$ cat config.mk
export PLATFORM = sky130hd
export DESIGN_NAME = dotprod_mem_feeder
export DESIGN_NICKNAME = d
export VERILOG_FILES = /design/src/rtl/dotprod_mem_feeder.sv
export SDC_FILE = /design/constraint.sdc
export NUM_CORES = 2
export LEC_CHECK = 0
export CORE_AREA = 3 3 632 634
export DETAILED_ROUTE_END_ITERATION = 10
export DIE_AREA = 0 0 635 637
export PLACE_DENSITY_LB_ADDON = 0.05
export RECOVER_POWER = 25
export SLEW_MARGIN = 5
export SYNTH_ARGS = -nofsm -noshare
export SYNTH_HDL_FRONTEND = slang
export SYNTH_SLANG_ARGS = --single-unit
$ cat constraint.sdc
create_clock -name sys_clk -period 7.6 [get_ports sys_clk]
set_clock_uncertainty 0.15 [all_clocks]
set_input_delay 1.52 -clock sys_clk [delete_from_list [all_inputs] [get_ports sys_clk]]
set_output_delay 1.52 -clock sys_clk [all_outputs]
set_load 0.01 [all_outputs]
$ cat src/rtl/dotprod_mem_feeder.sv
// Feeder/collector for the dotprod kernel: buffers (a,b) element pairs, starts the
// kernel, serves its a/b memory ports with 1-cycle reads and returns the result.

module feeder_mem_port #(
  parameter int DEPTH = 64,
  parameter int AW    = 6
) (
  input  logic          clk,
  input  logic          rst_n,
  input  logic          ld_we_i,
  input  logic [AW-1:0] ld_addr_i,
  input  logic [31:0]   ld_data_i,
  input  logic          run_i,
  input  logic          ce_i,
  input  logic          we_i,
  input  logic [31:0]   addr_i,
  input  logic [31:0]   ad_i,
  output logic [31:0]   q_o
);
  logic [31:0] mem [DEPTH];
  logic [31:0] q_q;
  logic        in_range;

  assign in_range = addr_i < 32'(DEPTH);
  assign q_o      = q_q;

  // Load-side and kernel-side writes are mutually exclusive by FSM state.
  always_ff @(posedge clk) begin
    if (ld_we_i)
      mem[ld_addr_i] <= ld_data_i;
    else if (run_i && ce_i && we_i && in_range)
      mem[addr_i[AW-1:0]] <= ad_i;
  end

  always_ff @(posedge clk) begin
    if (!rst_n)
      q_q <= '0;
    else if (run_i && ce_i && !we_i)
      q_q <= in_range ? mem[addr_i[AW-1:0]] : '0;
  end
endmodule

module dotprod_mem_feeder #(
  parameter int DEPTH   = 64,
  parameter int AW      = 6,
  parameter int TIMEOUT = 4096
) (
  input  logic        sys_clk,
  input  logic        sys_rst_n,
  input  logic        in_valid,
  output logic        in_ready,
  input  logic [31:0] in_a,
  input  logic [31:0] in_b,
  input  logic        in_last,
  output logic        res_valid,
  input  logic        res_ready,
  output logic [31:0] res_data,
  output logic [31:0] res_count,
  output logic        res_err,
  output logic        k_start,
  input  logic        k_idle,
  input  logic        k_done,
  input  logic [31:0] k_return_val,
  output logic [31:0] k_n,
  input  logic [31:0] a_address0,
  input  logic        a_ce0,
  input  logic        a_we0,
  input  logic [31:0] a_ad0,
  output logic [31:0] a_q0,
  input  logic [31:0] b_address0,
  input  logic        b_ce0,
  input  logic        b_we0,
  input  logic [31:0] b_ad0,
  output logic [31:0] b_q0
);
  typedef enum logic [1:0] {S_LOAD, S_RUN, S_RESULT} state_t;

  state_t      state_q;
  logic [AW:0] wptr_q;
  logic        k_start_q;
  logic [31:0] k_n_q;
  logic [31:0] wd_q;
  logic [31:0] res_data_q;
  logic [31:0] res_count_q;
  logic        res_err_q;

  logic        hs;
  logic        last_d;
  logic [AW:0] wptr_d;
  logic        unused_k_idle;

  assign unused_k_idle = k_idle;

  assign in_ready  = (state_q == S_LOAD) && sys_rst_n;
  assign res_valid = (state_q == S_RESULT);
  assign res_data  = res_data_q;
  assign res_count = res_count_q;
  assign res_err   = res_err_q;
  assign k_start   = k_start_q;
  assign k_n       = k_n_q;

  assign hs     = in_valid && in_ready;
  assign wptr_d = wptr_q + (AW+1)'(1);
  // The last free slot truncates the vector even without in_last.
  assign last_d = in_last || (wptr_q == (AW+1)'(DEPTH-1));

  always_ff @(posedge sys_clk) begin
    if (!sys_rst_n) begin
      state_q     <= S_LOAD;
      wptr_q      <= '0;
      k_start_q   <= 1'b0;
      k_n_q       <= '0;
      wd_q        <= '0;
      res_data_q  <= '0;
      res_count_q <= '0;
      res_err_q   <= 1'b0;
    end else begin
      case (state_q)
        S_LOAD: begin
          if (hs) begin
            wptr_q <= wptr_d;
            if (last_d) begin
              k_n_q     <= 32'(wptr_d);
              wd_q      <= '0;
              k_start_q <= 1'b1;
              state_q   <= S_RUN;
            end
          end
        end
        S_RUN: begin
          if (k_done) begin
            res_data_q  <= k_return_val;
            res_count_q <= k_n_q;
            res_err_q   <= 1'b0;
            k_start_q   <= 1'b0;
            state_q     <= S_RESULT;
          end else if (wd_q == 32'(TIMEOUT-1)) begin
            res_data_q  <= '0;
            res_count_q <= k_n_q;
            res_err_q   <= 1'b1;
            k_start_q   <= 1'b0;
            state_q     <= S_RESULT;
          end else if (wd_q != '1) begin
            wd_q <= wd_q + 32'd1;
          end
        end
        S_RESULT: begin
          if (res_ready) begin
            wptr_q  <= '0;
            state_q <= S_LOAD;
          end
        end
        default: state_q <= S_LOAD;
      endcase
    end
  end

  // Lane 0 serves memory a, lane 1 memory b.
  logic [1:0]       p_ce, p_we;
  logic [1:0][31:0] p_addr, p_ad, p_q, ld_data;

  assign p_ce    = {b_ce0, a_ce0};
  assign p_we    = {b_we0, a_we0};
  assign p_addr  = {b_address0, a_address0};
  assign p_ad    = {b_ad0, a_ad0};
  assign ld_data = {in_b, in_a};
  assign a_q0    = p_q[0];
  assign b_q0    = p_q[1];

  for (genvar gi = 0; gi < 2; gi++) begin : g_mem
    feeder_mem_port #(.DEPTH(DEPTH), .AW(AW)) u_mem (
      .clk       (sys_clk),
      .rst_n     (sys_rst_n),
      .ld_we_i   (hs),
      .ld_addr_i (wptr_q[AW-1:0]),
      .ld_data_i (ld_data[gi]),
      .run_i     (state_q == S_RUN),
      .ce_i      (p_ce[gi]),
      .we_i      (p_we[gi]),
      .addr_i    (p_addr[gi]),
      .ad_i      (p_ad[gi]),
      .q_o       (p_q[gi])
    );
  end
endmodule
==> metrics.txt <==
WP data required about 8 ns; Sw Ratio 0.215; outcome complete, but fails checks; Rows between 200 and 250; DRT iter0 DRCs 7,611; multi-input logic area 0.0371 mm2; Post-synth EDFFs 4,096; crit-path leading delay family simple AND/OR/NAND/NOR gates; cts hold-fix bufs 0; Worst Path Class, Setup in -> reg; cell depth of the worst setup path 8; Slew Limit Headroom -1.08; R2R cell count 7; DR vias 85,000; DRT met1 WL around 200,000 um; synthesized area 0.166 mm2; failing checks capacitance limit, slew limit; Synth Flop Type edfxtp_1; buffers plus inverters on the worst setup path 3; Setup crit end kind flop; setup ws final 1.11 ns; I/O pin cnt 399; Sink Count between 4,000 and 5,000; largest net degree at the start of global routing 106; crit path capture g_mem[1].u_mem.mem[52][4]; grt total ovfl 0; CTS clk-pin slew, worst paths 0.06 ns; P_sw 10.8 mW; 1st-pass router iterations 6; Placed Cells ~14,000; DIE AREA ~0.4 mm2; final WL 509,000 um; via/cell ratio 5.85; first-pass GRT wire length roughly 710,000 um; highest clock rate 154 MHz; worst-skew pair later-pin latency 1.00 ns; top layer in use met5; DIE WIDTH 635 um; post-CTS setup buffers 0; area grow syn2layout 15.6%; Tmin final 6.49 ns; fin nets 9,113; count of final setup violators 0; final antenna-violating net count 0; crit start category primary input; post-synthesis sequential area ratio 0.762; CTS root buffer clkbuf_16; RSZ-0062 raised after global routing no; part of the power in combinational logic 0.051; Internal 39.4 mW; wire per inst roughly 35 um; initial core utilization 0.419; CP cell instances clkdlybuf4s50_1 > nor4_1 > nand4_1 > nor3_1 > buf_4 > a31oi_2 > nor2_4 > buf_4; synth warn 0; Global Route Usage Sum 0.249; max incr delay on CP 1.55 ns; hold slack approximately 0.29 ns; initial antenna violation count 19; r2r startpoint state_q[0]; Leak approximately 60 nW; Min-Delay Path Class reg -> reg; reg-to-reg endpoint g_mem[1].u_mem.mem[52][4]; CTS tree built; Critical-path top delay cell nor3_1; FF+latch area between 0.1 and 0.15 mm2; Post-Synthesis Cells 8,144; transition time at the pin with the least slew margin 3.11 ns; # fillers 32,700; DR WL met2 roughly 260,000 um; max-slew violations about 740; critical path startpoint b_address0[27]; core area slightly below 0.4 mm2; max_cap viols 28; layout cell share with drive strength beyond 1 0.223; PortBufs 347; Post-CTS Resized 0; Final Hold Vio Count 0; DR WL met3 about 23,000 um; critical path arrival 7.02 ns; Synth cell types about 80; largest area contributor in the netlist edfxtp_1; GP Congestion 0.817; area share of the largest cell type after synthesis 0.743; # DRC 0; pre-CTS WS 0.978 ns; CP dominant cell by count buf_4; worst reg2reg setup slack 1.91 ns; register bit total from synthesis between 4,000 and 5,000; PD cells 262 mW/mm2; Synth area leaders edfxtp_1, mux4_2, mux2i_1; clk buf depth 4; VDD IR max 0.000196 V; vias in the first global route 87,000; fin crit share 0.855; crit-path max FO 37; share of power burned in registers 0.513; clock power share 0.436; CTS Buf Count 454; post-route setup TNS 0 ns; Finished Layout Cells 14,500; H-tree Lvls 5; Async SR Flop Fraction 0; Detail Placement HPWL 307,000 um; chip height around 640 um; Avg Inst Size Synth 20.3 um2
==> through the flow <==
| step | power (mW) | utilization | cell area (um2) |
|---|---|---|---|
| floorplan | 27.7 | - | 166000 |
| global placement | 28.8 | 0.448 | 177000 |
| detailed placement | 28.8 | 0.448 | 177000 |
| CTS | 50.6 | 0.485 | 192000 |
| global route | 51.7 | 0.485 | 191000 |
| finish | 50.1 | 0.485 | 191000 |
==> final cells by class <==
type                            count  share of cell area
Antenna cell                       19            0.000249
Clock buffer                      592              0.0644
Clock inverter                    242              0.0122
Inverter                           13            0.000334
Multi-Input combinational cell   3407               0.194
Sequential cell                  4249               0.659
Tap cell                         5242              0.0343
Timing Repair Buffer              751              0.0357
==> cells in the mapped netlist (all sizes together) (79+ instances only) <==
| master | count |
|---|---|
| edfxtp | 4096 |
| mux4 | 787 |
| mux2i | 590 |
| buf | 341 |
| nand2 | 285 |
| o21ai | 239 |
| nor2 | 238 |
| a221oi | 215 |
| clkbuf | 183 |
| dfxtp | 153 |
| a21oi | 126 |
| nand3 | 114 |
| mux2 | 100 |
| a22oi | 79 |
==> cell usage in the layout (no fill, tap or decap), drive strengths merged, types with 34 or more instances in the layout <==
master / netlist / final
a22o: 35 / 35
a21oi: 126 / 126
buf: 341 / 381
o21ai: 239 / 239
nor2b: 34 / 34
mux2i: 590 / 590
edfxtp: 4096 / 4096
a31oi: 40 / 40
conb: 1 / 50
mux2: 100 / 100
a22oi: 79 / 79
nand2: 285 / 285
clkbuf: 183 / 626
dlygate4sd3: 0 / 116
nor4: 41 / 41
nor2: 238 / 238
nor3: 47 / 47
a221oi: 215 / 215
clkinv: 1 / 183
dfxtp: 153 / 153
clkdlybuf4s50: 0 / 220
mux4: 787 / 787
nand3: 114 / 114
bufinv: 0 / 43
==> worst min-delay path by stage <==
stage | startpoint | to | depth (start not counted)
after floorplan | wd_q[10] | wd_q[10] | 2
after global placement | g_mem[0].u_mem.q_o[27] | g_mem[0].u_mem.q_o[27] | 2
after detailed placement | g_mem[0].u_mem.q_o[27] | g_mem[0].u_mem.q_o[27] | 2
after CTS | g_mem[0].u_mem.q_o[27] | g_mem[0].u_mem.q_o[27] | 2
after global routing | g_mem[0].u_mem.q_o[27] | g_mem[0].u_mem.q_o[27] | 2
final | g_mem[0].u_mem.q_o[11] | g_mem[0].u_mem.q_o[11] | 2
==> worst register-to-register path: stages (launching register included) <==
cell and delay (ns):
dfxtp_1 0.41, nor2b_1 0.47, nand3_1 0.20, nor3_1 1.45, buf_4 0.80, a31oi_2 0.57, nor2_4 1.01, buf_4 0.36
==> logic make-up (layout without fill, tap and decap cells) <==
group | count (synthesis) | count (layout) | share of synthesized area
flip-flops | 4249 | 4249 | 0.762
multiplexers | 1477 | 1477 | 0.150
AO/OA/AOI/OAI | 959 | 959 | 0.0409
AND/OR/NAND/NOR | 914 | 914 | 0.0263
buffers and inverters | 537 | 1598 | 0.0212
XOR/XNOR | 5 | 5 | 0.000265
adder cells (fa/ha/maj) | 2 | 2 | 0.000151
other | 1 | 69 | 0.0000227
==> layer usage <==
metal	global-route usage	vias up
met3	0.0261	660
met4	0.0834	4
met2	0.439	2543
met1	0.323	46300
li1	-	35500
met5	0	-
==> sequential cells by signal, indices dropped and copies added (netlist names) <==
register and cells:
res_count 7, res_err 1, state_q 2, wptr_q 7
g_mem.u_mem.mem 4096, k_n 7, k_start 1, g_mem.u_mem.q_o 64
res_data 32, wd_q 32
==> power by group through the flow <==
stage / combinational, mW / clock [mW] / sequential (mW)
2_1_floorplan: 1.47 / 0 / 26.2
3_3_place_gp: 2.56 / 0 / 26.2
3_5_place_dp: 2.59 / 0 / 26.2
4_1_cts: 2.60 / 22.3 / 25.7
5_1_grt: 2.68 / 23.3 / 25.7
6_report: 2.54 / 21.9 / 25.7
Power figures use the tool's default switching activity.
